==> config.mk <==
export PLATFORM = sky130hd
export DESIGN_NAME = uart_rx_8
export DESIGN_NICKNAME = d
export VERILOG_FILES = /design/src/rtl/uart_rx_8.sv
export SDC_FILE = /design/constraint.sdc
export NUM_CORES = 1
export LEC_CHECK = 0
export CAP_MARGIN = 20
export CORE_MARGIN = 10
export CORE_UTILIZATION = 42
export CTS_BUF_LIST = sky130_fd_sc_hd__clkbuf_16
export CTS_CLUSTER_SIZE = 20
export DETAILED_ROUTE_END_ITERATION = 8
export HOLD_SLACK_MARGIN = 0.02
export PLACE_DENSITY_LB_ADDON = 0.05
export SYNTH_ARGS = -nofsm -noshare
export SYNTH_HDL_FRONTEND = slang
export SYNTH_SLANG_ARGS = --single-unit
==> constraint.sdc <==
create_clock -name clk -period 3.4 [get_ports clk]
set_clock_uncertainty 0.15 [all_clocks]
set_input_delay 0.34 -clock clk [delete_from_list [all_inputs] [get_ports clk]]
set_output_delay 0.34 -clock clk [all_outputs]
set_load 0.03 [all_outputs]
==> src/rtl/uart_rx_8.sv <==
// 8-bit UART receiver: 8N1 frames, data MSB first, oversampled on clk.
// Optional UART_RX_MAJORITY_EN: 2-of-3 majority vote around every sample point.
`timescale 1ns/1ps
module uart_rx_8 #(
  parameter int unsigned CLKS_PER_BIT = 434
) (
  input  logic       clk,
  input  logic       reset,
  input  logic       rx,
  output logic [7:0] data_byte,
  output logic       data_valid,
  output logic       frame_err,
  output logic       rx_busy
);

  localparam logic [1:0] S_IDLE  = 2'd0;
  localparam logic [1:0] S_START = 2'd1;
  localparam logic [1:0] S_DATA  = 2'd2;
  localparam logic [1:0] S_STOP  = 2'd3;

  localparam logic [15:0] CNT_LAST = 16'(CLKS_PER_BIT - 1);
  localparam logic [15:0] CNT_MID  = 16'(CLKS_PER_BIT / 2 - 1);

`ifdef UART_RX_MAJORITY_EN
  // Start decision lands one cycle late; later bit decisions at CNT_LAST stay
  // on centre+1 because the whole timeline is shifted by that same cycle.
  localparam logic [15:0] START_PT = CNT_MID + 16'd1;
`else
  localparam logic [15:0] START_PT = CNT_MID;
`endif

  logic        sync1_q, rx_s_q;
  logic [1:0]  state_q, state_d;
  logic [15:0] cnt_q, cnt_d;
  logic [2:0]  bidx_q, bidx_d;
  logic [7:0]  shreg_q, shreg_d;
  logic [7:0]  data_q, data_d;
  logic        valid_q, valid_d;
  logic        err_q, err_d;
  logic        busy_q, busy_d;
  logic        bit_val;

`ifdef UART_RX_MAJORITY_EN
  logic samp_old_q, samp_new_q;

  always_ff @(posedge clk or posedge reset) begin
    if (reset) begin
      samp_old_q <= 1'b1;
      samp_new_q <= 1'b1;
    end else begin
      samp_old_q <= samp_new_q;
      samp_new_q <= rx_s_q;
    end
  end

  always_comb begin
    bit_val = (samp_old_q & samp_new_q) | (samp_old_q & rx_s_q) |
              (samp_new_q & rx_s_q);
  end
`else
  always_comb begin
    bit_val = rx_s_q;
  end
`endif

  always_comb begin
    state_d = state_q;
    cnt_d   = cnt_q;
    bidx_d  = bidx_q;
    shreg_d = shreg_q;
    data_d  = data_q;
    valid_d = 1'b0;
    err_d   = 1'b0;
    busy_d  = busy_q;
    case (state_q)
      S_IDLE: begin
        cnt_d = '0;
        if (!rx_s_q) begin
          state_d = S_START;
          busy_d  = 1'b1;
        end
      end
      S_START: begin
        if (cnt_q == START_PT) begin
          cnt_d = '0;
          if (bit_val) begin
            state_d = S_IDLE;
            busy_d  = 1'b0;
          end else begin
            state_d = S_DATA;
            bidx_d  = '0;
          end
        end else begin
          cnt_d = cnt_q + 16'd1;
        end
      end
      S_DATA: begin
        if (cnt_q == CNT_LAST) begin
          cnt_d   = '0;
          shreg_d = {shreg_q[6:0], bit_val};
          bidx_d  = bidx_q + 3'd1;
          if (bidx_q == 3'd7) begin
            state_d = S_STOP;
          end
        end else begin
          cnt_d = cnt_q + 16'd1;
        end
      end
      S_STOP: begin
        if (cnt_q == CNT_LAST) begin
          cnt_d   = '0;
          state_d = S_IDLE;
          busy_d  = 1'b0;
          if (bit_val) begin
            data_d  = shreg_q;
            valid_d = 1'b1;
          end else begin
            err_d = 1'b1;
          end
        end else begin
          cnt_d = cnt_q + 16'd1;
        end
      end
      default: begin
        state_d = S_IDLE;
        cnt_d   = '0;
        busy_d  = 1'b0;
      end
    endcase
  end

  always_ff @(posedge clk or posedge reset) begin
    if (reset) begin
      sync1_q <= 1'b1;
      rx_s_q  <= 1'b1;
      state_q <= S_IDLE;
      cnt_q   <= '0;
      bidx_q  <= '0;
      shreg_q <= '0;
      data_q  <= '0;
      valid_q <= 1'b0;
      err_q   <= 1'b0;
      busy_q  <= 1'b0;
    end else begin
      sync1_q <= rx;
      rx_s_q  <= sync1_q;
      state_q <= state_d;
      cnt_q   <= cnt_d;
      bidx_q  <= bidx_d;
      shreg_q <= shreg_d;
      data_q  <= data_d;
      valid_q <= valid_d;
      err_q   <= err_d;
      busy_q  <= busy_d;
    end
  end

  assign data_byte  = data_q;
  assign data_valid = valid_q;
  assign frame_err  = err_q;
  assign rx_busy    = busy_q;

endmodule

[Yosys cells after proc, flatten, opt, wreduce, memory -nomap -nowiden]
Cells that the tools add are included.
Cells by class
  $add $sub $neg: 2
  reductions and logical operators: 9
  mux-type cells: 25
  equality and inequality tests: 13
Operators by type and width (number)
  16-bit case mux with 3 select lines: 1
  16-bit 2-to-1 mux: 2
  16-bit by 1-bit adder with 16-bit output (second input constant): 1
  16-bit by 8-bit == test with 1-bit output (second input constant): 1
  16-bit by 9-bit == test with 1-bit output (second input constant): 1
  2-bit != test (second input constant): 7
  2-bit 2-to-1 mux: 6
  1-bit 2-to-1 mux: 10
  5-bit AND reduction: 2
  3-bit 2-to-1 mux: 3
  2-bit case mux with 4 select lines: 1
  3-bit case mux with 2 select lines: 1
  2-bit == test (second input constant): 2
  4-bit AND reduction: 1
  3-bit by 1-bit adder with 3-bit output (second input constant): 1
  3-bit == test (second input constant): 1
  1-bit case mux with 3 select lines: 1
  3-bit AND reduction: 1
  3-bit nonzero test: 1
  2-bit by 1-bit == test with 1-bit output (second input constant): 1
  2-bit zero test: 1
  2-bit AND reduction: 1
  2-bit nonzero test: 1
  2-bit OR reduction: 1
Word-level totals
  bits in registers: 42
  output and inout bits: 11
  word-level logic and storage cells: 59

[Logic depth before layout (Yosys ltp)]
  depth after elaboration: 4
  mapped depth: 7

[Worst setup path before layout]
Ideal clock, no wire load.
  kind: register -> register
  start: register cnt_q[2]
  end: register shreg_q[0]
  setup slack: 1.432 ns
  data required time: 3.125 ns
  path buffers: 1
  data arrival time: 1.693 ns
  stages on the path, launching flop included: 6
  cells stage by stage: dfrtp_1 > nor4_2 > nand4_1 > nor3_2 > buf_4 > mux2_2
Between the ends
  cells in the longest elaborated chain, start to end: 2
Ends and longest elaborated chain
  start, declared: RTL line 34  | logic [15:0] cnt_q, cnt_d;
  start signal, assigned: RTL line 148  | cnt_q <= cnt_d;
  16-bit by 9-bit == test with 1-bit output: RTL line 98  | if (cnt_q == CNT_LAST) begin
  2-bit AND reduction (no line)
  end signal, assigned: RTL line 150  | shreg_q <= shreg_d;
  end, declared: RTL line 36  | logic [7:0] shreg_q, shreg_d;
Every way passes these cells.
A chain may end at the register's enable or synchronous reset.

[Worst setup path in the final report]
  start: register cnt_q[2]
  end: register shreg_q[4]
The elaborated chain is that of the path after synthesis.

==> results.md <==
* **Synth area leader** dfrtp_1
* **crit path kind** reg2reg
* **measured slew at the worst slew-check pin** 0.813 ns
* **relative area change from synthesis to final layout** 17.8%
* **I/O pin total** 14
* **buffer count from post-CTS setup fixing** 0
* **# setup viols final** 0
* **Buffers on Ports** 13
* **share of flip-flops with an asynchronous set or reset after synthesis** 100%
* **die width** 87.6 um
* **# clock sinks** 42
* **Cell Int Power** 0.849 mW
* **share of cells above drive strength 1** 20.3%
* **fraction of synthesized area in multiplexers** 10.5%
* **endpoint arrival time on the critical path** 2.55 ns
* **proportion of synthesized chip area in sequential cells** 55.0%
* **routability congestion estimate** 0.754
* **Synth area leaders** dfrtp_1, mux2_2, xnor2_1
* **max-cap viol count** 0
* **classification of the worst-slack hold path** reg2reg
* **Routed WL** 3.63 mm
* **Mapped Avg Cell Area** 12.0 um2
* **placed instance count** 221
* **static leakage** 1.00 nW
* **number of distinct library cells after synthesis** 38
* **EDFF count, synth** 0
* **number of DRC markers after the initial detailed-route iteration** 64
* **routed via count** 1237
* **run status** completed
* **final-report hold violation count** 0
* **GRT Overall Usage** 10.3%
* **Pwr per Cell Area** 466 mW/mm2
* **Worst Path Required** 3.42 ns
* **Synth Warn #** 0
* **post-synthesis compound-gate area fraction** 5.42%
* **first-pass iteration count of the detailed router** 4
* **sum of negative setup slack** 0 ns
* **residual DRC count** 0
* **top cell family by delay on the critical path** simple AND/OR/NAND/NOR gates
* **Slew headroom** 45.5%
* **setup repair after global routing missed its margin** no
* **fmax** 395 MHz
* **min setup slack post-route** 0.871 ns
* **main combinational cell family by area after synthesis** simple AND/OR/NAND/NOR gates
* **Diodes inserted** 0
* **buffers plus inverters on the worst setup path** 0
* **Core Area** 0.00438 mm2
* **Startpoint Class** flop
* **slowest cell on the critical path** nor3_2
* **ordered list of cells on the worst path** nor4_2 > nand4_1 > nor3_2 > mux2_2
* **type of destination of the critical path** flop
* **Post-Synthesis Net Count** 168
* **final number of max-transition violations** 0
* **wire length of the first global-routing pass** 6.29 mm
* **worst setup timing slack at the placement stage** 0.858 ns
* **xor and xnor area share after synthesis** 5.03%
* **highest net fanout along the worst path** 11
* **fraction of power consumed by the clock network** 50.9%
* **non-filler cells in the finished layout** 229
* **number of antenna violations at the first check in global routing** 0
* **Net Sw Frac** 19.4%
* **effective utilization at floorplan** 43.7%
* **detailed-route vias per instance** 5.40
* **final total power** 1.05 mW
* **fin nets** 184
* **pin count of the biggest net entering global routing** 43
* **maximum buffer depth of the clock tree** 2
* **minimum clock period after layout** 2.53 ns
* **GR Overflow Total** 0
* **Post-Syn Area** 0.00192 mm2
* **number of placement rows** 24
* **Max IR drop VDD** 0.241 mV
* **post-route clock period utilization** 74.4%
* **delay of the slowest cell on the worst path** 0.70 ns
* **latest clock arrival within the worst-skew pair** 0.28 ns
* **fraction of the mapped netlist area in simple logic gates** 18.4%
* **Sequential Power Share** 47.8%
* **combinational share of power** 1.3%
* **clock tree from TritonCTS** built
* **count of H-tree levels built during CTS** 2
* **CTS Hold Bufs** 0
* **fraction of synthesized cell area taken by the top area cell type** 52.2%
* **Antenna Violating Nets Remaining** 0
* **post-synthesis cell count** 160
* **Post-CTS Resized** 0
* **Die ar.** 0.00767 mm2
* **wire per inst** 15.9 um
* **number of global-route vias before repair** 1309
* **HPWL Detailed** 2.51 mm
* **adder-cell share of the synthesized area** 3.26%
* **clock slew at the register clock pins of the worst setup and hold paths** 0.06 ns
* **P_sw** 0.204 mW
* **clock tree root driver cell** clkbuf_16
* **number of CTS-inserted buffers** 5
* **Die Y** 87.6 um
* **register bit count reported by yosys** 42
* **Most used DFF post-synth** dfrtp_1
final cells by class:
type	count	area (um2)
Clock buffer	5	125
Sequential cell	42	1050
Fill cell	371	2130
Timing Repair Buffer	14	138
Inverter	5	18.8
Multi-Input combinational cell	108	817
Tap cell	52	65.1
Clock inverter	3	41.3
worst register-to-register path, stage by stage, from the launching register on:
cell	delay (ns)
dfrtp_1	0.46
nor4_2	0.39
nand4_1	0.30
nor3_2	0.70
mux2_2	0.42
power groups by stage:
stage | Clock [mW] | Combinational (mW) | Sequential [mW]
2_1_floorplan | 0 | 0.00841 | 0.512
3_3_place_gp | 0 | 0.0142 | 0.513
3_5_place_dp | 0 | 0.0150 | 0.513
4_1_cts | 0.545 | 0.0148 | 0.504
5_1_grt | 0.567 | 0.0164 | 0.503
6_report | 0.536 | 0.0138 | 0.504
Yosys cell counts, types with 2 or more instances:
| cell type | number |
|---|---|
| a21oi_1 | 5 |
| nor2_1 | 18 |
| nand4_2 | 2 |
| nor3_1 | 4 |
| xor2_1 | 3 |
| and3_1 | 3 |
| dfstp_2 | 2 |
| nor4_1 | 2 |
| xnor2_1 | 8 |
| nor4_2 | 2 |
| inv_1 | 5 |
| nand4_1 | 6 |
| nand3_1 | 4 |
| buf_4 | 2 |
| and2_1 | 2 |
| mux2_2 | 17 |
| nand2_1 | 7 |
| a22o_1 | 2 |
| or4_1 | 2 |
| ha_1 | 5 |
| o31ai_1 | 2 |
| dfrtp_1 | 40 |
| clkbuf_1 | 2 |
cells by family after synthesis:
logic type               count (synthesis)
AO/OA/AOI/OAI                           14
XOR/XNOR                                11
adder cells (fa/ha/maj)                  5
buffers and inverters                   10
flip-flops                              42
multiplexers                            18
AND/OR/NAND/NOR                         60
worst paths after layout:
kind | start | depth (start not counted) | endpoint | slack [ns]
min | sync1_q | 0 | bit_val | 0.20
min reg2reg | sync1_q | 0 | bit_val | 0.20
min in group asynchronous | reset | 3 | shreg_q[4] | 0.35
max in group asynchronous | reset | 3 | bit_val | 2.38
max | cnt_q[2] | 4 | shreg_q[4] | 0.87
max reg2reg | cnt_q[2] | 4 | shreg_q[4] | 0.87
sequential cells by signal, indices dropped and copies added, names as in the netlist, named ones only:
name	count
rx_busy	1
bit_val	1
sync1_q	1
shreg_q	8
frame_err	1
data_byte	8
state_q	1
data_valid	1
cnt_q	16
bidx_q	3
placed cells by master, fill, tap and decap left out, types with 2 or more instances in the layout:
cell / synthesis / final
a22o_1: 2 / 2
a21oi_1: 5 / 5
clkdlybuf4s50_1: 0 / 13
nand3_1: 4 / 4
inv_1: 5 / 6
nor4_2: 2 / 2
nand4_2: 2 / 2
and2_1: 2 / 2
dfstp_2: 2 / 2
nor4_1: 2 / 2
nor3_1: 4 / 4
mux2_2: 17 / 17
dfrtp_1: 40 / 40
nor2_1: 18 / 18
nand2_1: 7 / 7
nand4_1: 6 / 6
and3_1: 3 / 3
or4_1: 2 / 2
clkbuf_16: 0 / 5
xnor2_1: 8 / 8
o31ai_1: 2 / 2
ha_1: 5 / 5
xor2_1: 3 / 3
metrics by stage:
| stage | util [%] | hold WS (ns) | instance area, um2 |
|---|---|---|---|
| finish | 51.5 | 0.205 | 2260 |
| global route | 51.5 | 0.214 | 2260 |
| CTS | 51.5 | 0.205 | 2260 |
| detailed placement | 47.7 | 0.197 | 2090 |
| global placement | 47.7 | 0.196 | 2090 |
| floorplan | - | 0.194 | 1920 |
per-layer routing:
metal  track usage (%)  up-vias  wire [um]
met2              15.9       26       1700
met1              13.1      600       1710
met3              3.25        7        173
li1                  -      604          -
met4              3.62        0         53
met5                 0        -          0
No activity file was read; power rests on OpenSTA's default activity.
